### src/rtl/id_hazard_ctrl.sv
// ID-stage hazard controller: load-use stall detection, EX operand forwarding
// selects and writeback-to-ID bypass, tracked through shadow EX/MEM/WB slots.
module id_hazard_ctrl #(
   parameter int CNT_W = 16
) (
   input  logic             clk,
   input  logic             rst_n,
   input  logic             id_valid,
   input  logic [4:0]       id_rs,
   input  logic [4:0]       id_rt,
   input  logic             id_use_rs,
   input  logic             id_use_rt,
   input  logic [4:0]       id_rd,
   input  logic             id_wr,
   input  logic             id_load,
   input  logic             flush,
   output logic             stall,
   output logic [1:0]       fwd_a,
   output logic [1:0]       fwd_b,
   output logic             byp_a,
   output logic             byp_b,
   output logic [CNT_W-1:0] stall_cnt
);

   typedef struct packed {
      logic       valid;
      logic [4:0] rd;
      logic       wr;
      logic       load;
   } slot_t;

   slot_t ex_r, mem_r, wb_r;
   slot_t ex_nxt_s;
   logic  issue_s;
   logic  ex_hit_rs_s, ex_hit_rt_s;
   logic  [1:0] fwd_a_nxt_s, fwd_b_nxt_s;

   // Register 0 is hard-wired zero, so it can never create a dependency.
   function automatic logic writes_reg(input slot_t s, input logic [4:0] r);
      return s.valid & s.wr & (s.rd == r) & (r != 5'd0);
   endfunction

   // Youngest producer wins: EX/MEM result before MEM/WB result.
   function automatic logic [1:0] fwd_sel(input slot_t ex_s, input slot_t mem_s,
                                          input logic [4:0] r);
      logic [1:0] sel;
      if (writes_reg(ex_s, r)) begin
         sel = 2'b01;
      end else if (writes_reg(mem_s, r)) begin
         sel = 2'b10;
      end else begin
         sel = 2'b00;
      end
      return sel;
   endfunction

   // Hazard detection, bypass, and next EX slot / forwarding selects.
   always_comb begin
      ex_hit_rs_s = 1'b0;
      ex_hit_rt_s = 1'b0;
      stall       = 1'b0;
      byp_a       = 1'b0;
      byp_b       = 1'b0;
      issue_s     = 1'b0;
      fwd_a_nxt_s = 2'b00;
      fwd_b_nxt_s = 2'b00;
      ex_nxt_s    = '0;

      ex_hit_rs_s = id_use_rs & writes_reg(ex_r, id_rs);
      ex_hit_rt_s = id_use_rt & writes_reg(ex_r, id_rt);

      if (id_valid && !flush && ex_r.load && (ex_hit_rs_s || ex_hit_rt_s)) begin
         stall = 1'b1;
      end else begin
         stall = 1'b0;
      end

      byp_a   = id_valid & id_use_rs & writes_reg(wb_r, id_rs);
      byp_b   = id_valid & id_use_rt & writes_reg(wb_r, id_rt);
      issue_s = id_valid & ~flush & ~stall;

      if (issue_s) begin
         ex_nxt_s.valid = 1'b1;
         ex_nxt_s.rd    = id_rd;
         ex_nxt_s.wr    = id_wr;
         ex_nxt_s.load  = id_load;
         fwd_a_nxt_s    = id_use_rs ? fwd_sel(ex_r, mem_r, id_rs) : 2'b00;
         fwd_b_nxt_s    = id_use_rt ? fwd_sel(ex_r, mem_r, id_rt) : 2'b00;
      end else begin
         ex_nxt_s    = '0;
         fwd_a_nxt_s = 2'b00;
         fwd_b_nxt_s = 2'b00;
      end
   end

   // Pipeline shadow slots, forwarding registers and saturating stall counter.
   always_ff @(posedge clk) begin
      if (!rst_n) begin
         ex_r      <= '0;
         mem_r     <= '0;
         wb_r      <= '0;
         fwd_a     <= 2'b00;
         fwd_b     <= 2'b00;
         stall_cnt <= {CNT_W{1'b0}};
      end else begin
         wb_r  <= mem_r;
         mem_r <= ex_r;
         ex_r  <= ex_nxt_s;
         fwd_a <= fwd_a_nxt_s;
         fwd_b <= fwd_b_nxt_s;
         if (stall && (stall_cnt != {CNT_W{1'b1}})) begin
            stall_cnt <= stall_cnt + {{(CNT_W-1){1'b0}}, 1'b1};
         end else begin
            stall_cnt <= stall_cnt;
         end
      end
   end

endmodule
### config.mk
export PLATFORM = sky130hd
export DESIGN_NAME = id_hazard_ctrl
export DESIGN_NICKNAME = d
export VERILOG_FILES = /design/src/rtl/id_hazard_ctrl.sv
export SDC_FILE = /design/constraint.sdc
export NUM_CORES = 1
export LEC_CHECK = 0
export CAP_MARGIN = 20
export CORE_MARGIN = 4
export CORE_UTILIZATION = 40
export DETAILED_ROUTE_END_ITERATION = 7
export PLACE_DENSITY = 0.66
export SLEW_MARGIN = 20
export SYNTH_ARGS = -nofsm -noshare
export SYNTH_HDL_FRONTEND = slang
export SYNTH_SLANG_ARGS = --single-unit
### constraint.sdc
create_clock -name clk -period 4.12 [get_ports clk]
set_input_delay 1.236 -clock clk [delete_from_list [all_inputs] [get_ports clk]]
set_output_delay 1.236 -clock clk [all_outputs]
set_load 0.02 [all_outputs]
# Word-level counts from Yosys, hierarchy flattened
# Cells that the tools add are included.
# totals
ff_bits,42
in_bits,23
elab_cells,71
# classes
addsub,1
n_eq_ne,7
mux,6
bitwise,29
reduce_logical,13
# op_table
cell,count
$eq 5x5->1,6
$and 1x1->1,23
$add 16x1->16 const B,1
$ne 16x16->1 const B,1
$reduce_bool 5->1,2
$mux 8,1
$reduce_or 4->1,2
$not 1->1,6
$reduce_and 3->1,2
$logic_and 1x1->1,4
$mux 2,2
$mux 1,3
$reduce_and 2->1,1
$logic_not 1->1,1
$logic_or 1x1->1,1

# Longest topological paths before layout
# depth
word_depth,11
depth_mapped,7

# Least setup slack after synthesis
# No wires, ideal clock.
# synth_timing
kind,input -> output
from,in id_rs[1]
to,out stall
arrival_ns,2.657
setup_slack_ns,0.227
path_stages,5
n_path_buf,0
path_cell_list,or4_1 -> o21ai_2 -> and4bb_4 -> o211ai_1 -> inv_1
# synth_between
elab_chain_cells,7
word_cells_on_any_way,8
# synth_rtl
item,line_no,rtl
start: declaration,9,"input logic [4:0] id_rs,"
$eq 5x5->1,40,return s.valid & s.wr & (s.rd == r) & (r != 5'd0);
$and 1x1->1,40,
$and 1x1->1 (*),40,
$and 1x1->1 (*),69,"ex_hit_rs_s = id_use_rs & writes_reg(ex_r, id_rs);"
$logic_or 1x1->1 (*),72,if (id_valid && !flush && ex_r.load && (ex_hit_rs_s || ex_hit_rt_s)) begin
$logic_and 1x1->1 (*),72,
$mux 1 (*),72,
end: declaration,17,"output logic stall,"
# Every way passes the cells marked *; elsewhere a longest branch is shown, timed or not.

# Worst setup path in the final report
# layout_timing
from,in id_rt[2]
to,out stall
# layout_between
elab_chain_cells,7
word_cells_on_any_way,8
# layout_rtl
item,line_no,rtl
start: declaration,10,"input logic [4:0] id_rt,"
$eq 5x5->1,40,
$and 1x1->1,40,
$and 1x1->1 (*),40,
$and 1x1->1 (*),70,"ex_hit_rt_s = id_use_rt & writes_reg(ex_r, id_rt);"
$logic_or 1x1->1 (*),72,
$logic_and 1x1->1 (*),72,
$mux 1 (*),72,
# Marked as above.

==> results.yml <==
timing:
  skew_ns: 0.005194
  tns_ns: 0
  tightest_slew_ns: 0.7363
  worst_slack_ns: 0.09505
  layout_worst_path_cycle_share_pct: 97.69
  max_slew_margin_pct: 50.37
  finalSetupViolCount: 0
  finalCriticalPeriod_ns: 4.025
  slew_viol_final: 0
  whs_ns: 0.4474
  hold_viol: 0
  clock.fmax_mhz: 248.5
drt:
  drt_iter0_drc: 85
  wl_per_cell_um: 14.20
  antenna_left: 0
  first_pass_iters: 4
  drcViolationCount: 0
  routed_via_density: 5.190
  num_vias: 1775
  routed_wl_um: 4857
placement:
  place_ws_ns: -0.6423
  gp_congestion: 0.8566
  dp.final_hpwl_um: 3637
  io_buffers: 45
floorplanning:
  initial_core_util_pct: 41.71
  io-pin-count: 46
  chipWidth_um: 78.41
  fp.coreArea_sq_um: 4755
  die_y_um: 78.41
  dieArea_sq_um: 6148
  rows: 25
pwr:
  p_per_area_nw_per_um2: 293.9
  leakage_nw: 1.021
  ir_drop_v: 0.0001718
  power_w: 0.0008134
final_layout:
  drive_gt1_share_pct: 15.64
  final_cell_mix: "dfxtp_1 (42), clkdlybuf4s50_1 (33), and2_1 (23), xor2_1 (20), buf_4 (20)"
  fin_util_pct: 58.21
  nets: 298
  synthToLayoutAreaGrowth_pct: 39.56
  final_common_cell: "dfxtp_1"
  antenna_cells: 0
logic_synthesis:
  syn-cell-area_sq_um: 1983
  avgSynthCellArea_sq_um: 9.580
  synth_fp_nets: 231
  netlist.area_leader.share_pct: 42.40
  ys_seq_elements: 42
  synth.area.top_cells: "dfxtp_1 (42%), xor2_1 (8.8%), and2_1 (7.3%)"
  synth_cell_types: 36
  ys_warn_count: 0
  synth_cells: 207
  synth_seq_area_share_pct: 42.40
  yosysTopAreaCell: "dfxtp_1"
hold_path:
  hold_path_class: "reg -> reg"
flow_run:
  cap_violations: 0
worst_setup_path:
  worst_setup_path_end_kind: "primary output"
  worstPathMaxFanout: 3
  arrival_ns: 2.79
  worstSetupPathType: "in -> out"
  critPathLaunchType: "input port"
  required_ns: 2.88
run_status:
  status: "finished, final reports clean"
global_routing:
  antenna_found_initial: 0
  grt_max_degree: 21
  grt_pass1_vias: 1676
  grt_pass1_wl_um: 8128
  grt-ovfl-total: 0
  track_usage_pct: 16.95
clock_network:
  clkSinkCount: 42
  hold_buffers: 0
  cts_tree: "yes"
  clkTransAtPathRegs_ns: 0.08
  cts_htree_levels: 2
  cts_buffer_depth: 2
  numCtsBuffers: 5
  root_buffer: "clkbuf_8"
  clock_latency_ns: 0.30
-- flip-flops by register name, summed over array words and instances, names as in the netlist --
name,cells
fwd_b,2
mem_r,7
wb_r,7
fwd_a,2
ex_r,8
stall_cnt,16
-- power breakdown --
part | leakage [nW] | internal [W] | switching, W
Sequential | 0.339 | 0.000410 | 0.00000441
Combinational | 0.630 | 0.0000415 | 0.0000341
Clock | 0.0514 | 0.000181 | 0.000143
-- cell usage after synthesis, drive strengths merged --
cell type and n:
o31ai 5, and3 1, nor2 1, nand2b 5, clkbuf 3, and2 23, dfxtp 42, or3 4
nand3 6, nand4 12, nor4 7, o2111ai 1, o21ai 8, o41ai 1, buf 2, and4bb 2
o211ai 2, nor2b 1, xnor2 11, nand2 10, nor3 9, xor2 20, a21oi 8, o311a 1
ha 1, inv 4, or4 6, mux2i 5, o21a 2, and4 4
-- per-layer routing --
metal  part of all wire, %  GRT usage, %  vias to the layer above
li1                      -             -                      886
met4                   2.8         7.692                        0
met1                    49         22.91                      838
met5                     0             0                        -
met3                   3.5         4.128                       15
met2                    44         25.43                       36
-- final cells by class --
| class | instances | area (sq um) |
|---|---|---|
| Clock inverter | 2 | 37.54 |
| Inverter | 4 | 15.01 |
| Fill cell | 447 | 1987 |
| Clock buffer | 6 | 72.57 |
| Multi-Input combinational cell | 156 | 1130 |
| Tap cell | 67 | 83.83 |
| Sequential cell | 42 | 840.8 |
| Timing Repair Buffer | 65 | 588.1 |
-- metrics by stage --
| stage | instances | instance area, sq um |
|---|---|---|
| 5_1_grt | 342 | 2768 |
| 3_5_place_dp | 333 | 2640 |
| 3_3_place_gp | 333 | 2640 |
| 2_1_floorplan | 207 | 1983 |
| 6_report | 342 | 2768 |
| 4_1_cts | 341 | 2765 |
-- repair_timing --
action,CTS,global route
hold endpoints to repair,0,0
gates resized for setup,29,5
pin swaps,7,7
setup buffers,0,1
endpoints found under the setup margin,3,1
-- worst max-delay path, stage by stage --
cell and delay [ns]:
clkdlybuf4s15_2 0.20, or4_4 0.54, o21ai_4 0.14, and4bb_4 0.21, o211ai_1 0.24, inv_1 0.08, buf_6 0.14
-- cells by family after synthesis --
| group | count (synthesis) | share of synthesized area, % |
|---|---|---|
| simple gates | 91 | 28.52 |
| flops | 42 | 42.40 |
| xor+xnor | 31 | 13.69 |
| compound gates | 28 | 10.09 |
| buf+inv | 9 | 2.145 |
| mux | 5 | 2.524 |
| fa+ha+maj | 1 | 0.6308 |
-- worst paths after layout --
check,start,to,slack [ns],cells after the start
worst max-delay path,id_rt[2],stall,0.1,7
worst min-delay path,mem_r[1],wb_r[1],0.45,1
worst max register to register,ex_r[6],stall_cnt[5],1.81,8
worst min register to register,mem_r[1],wb_r[1],0.45,1
Power figures use the tool's default switching activity.
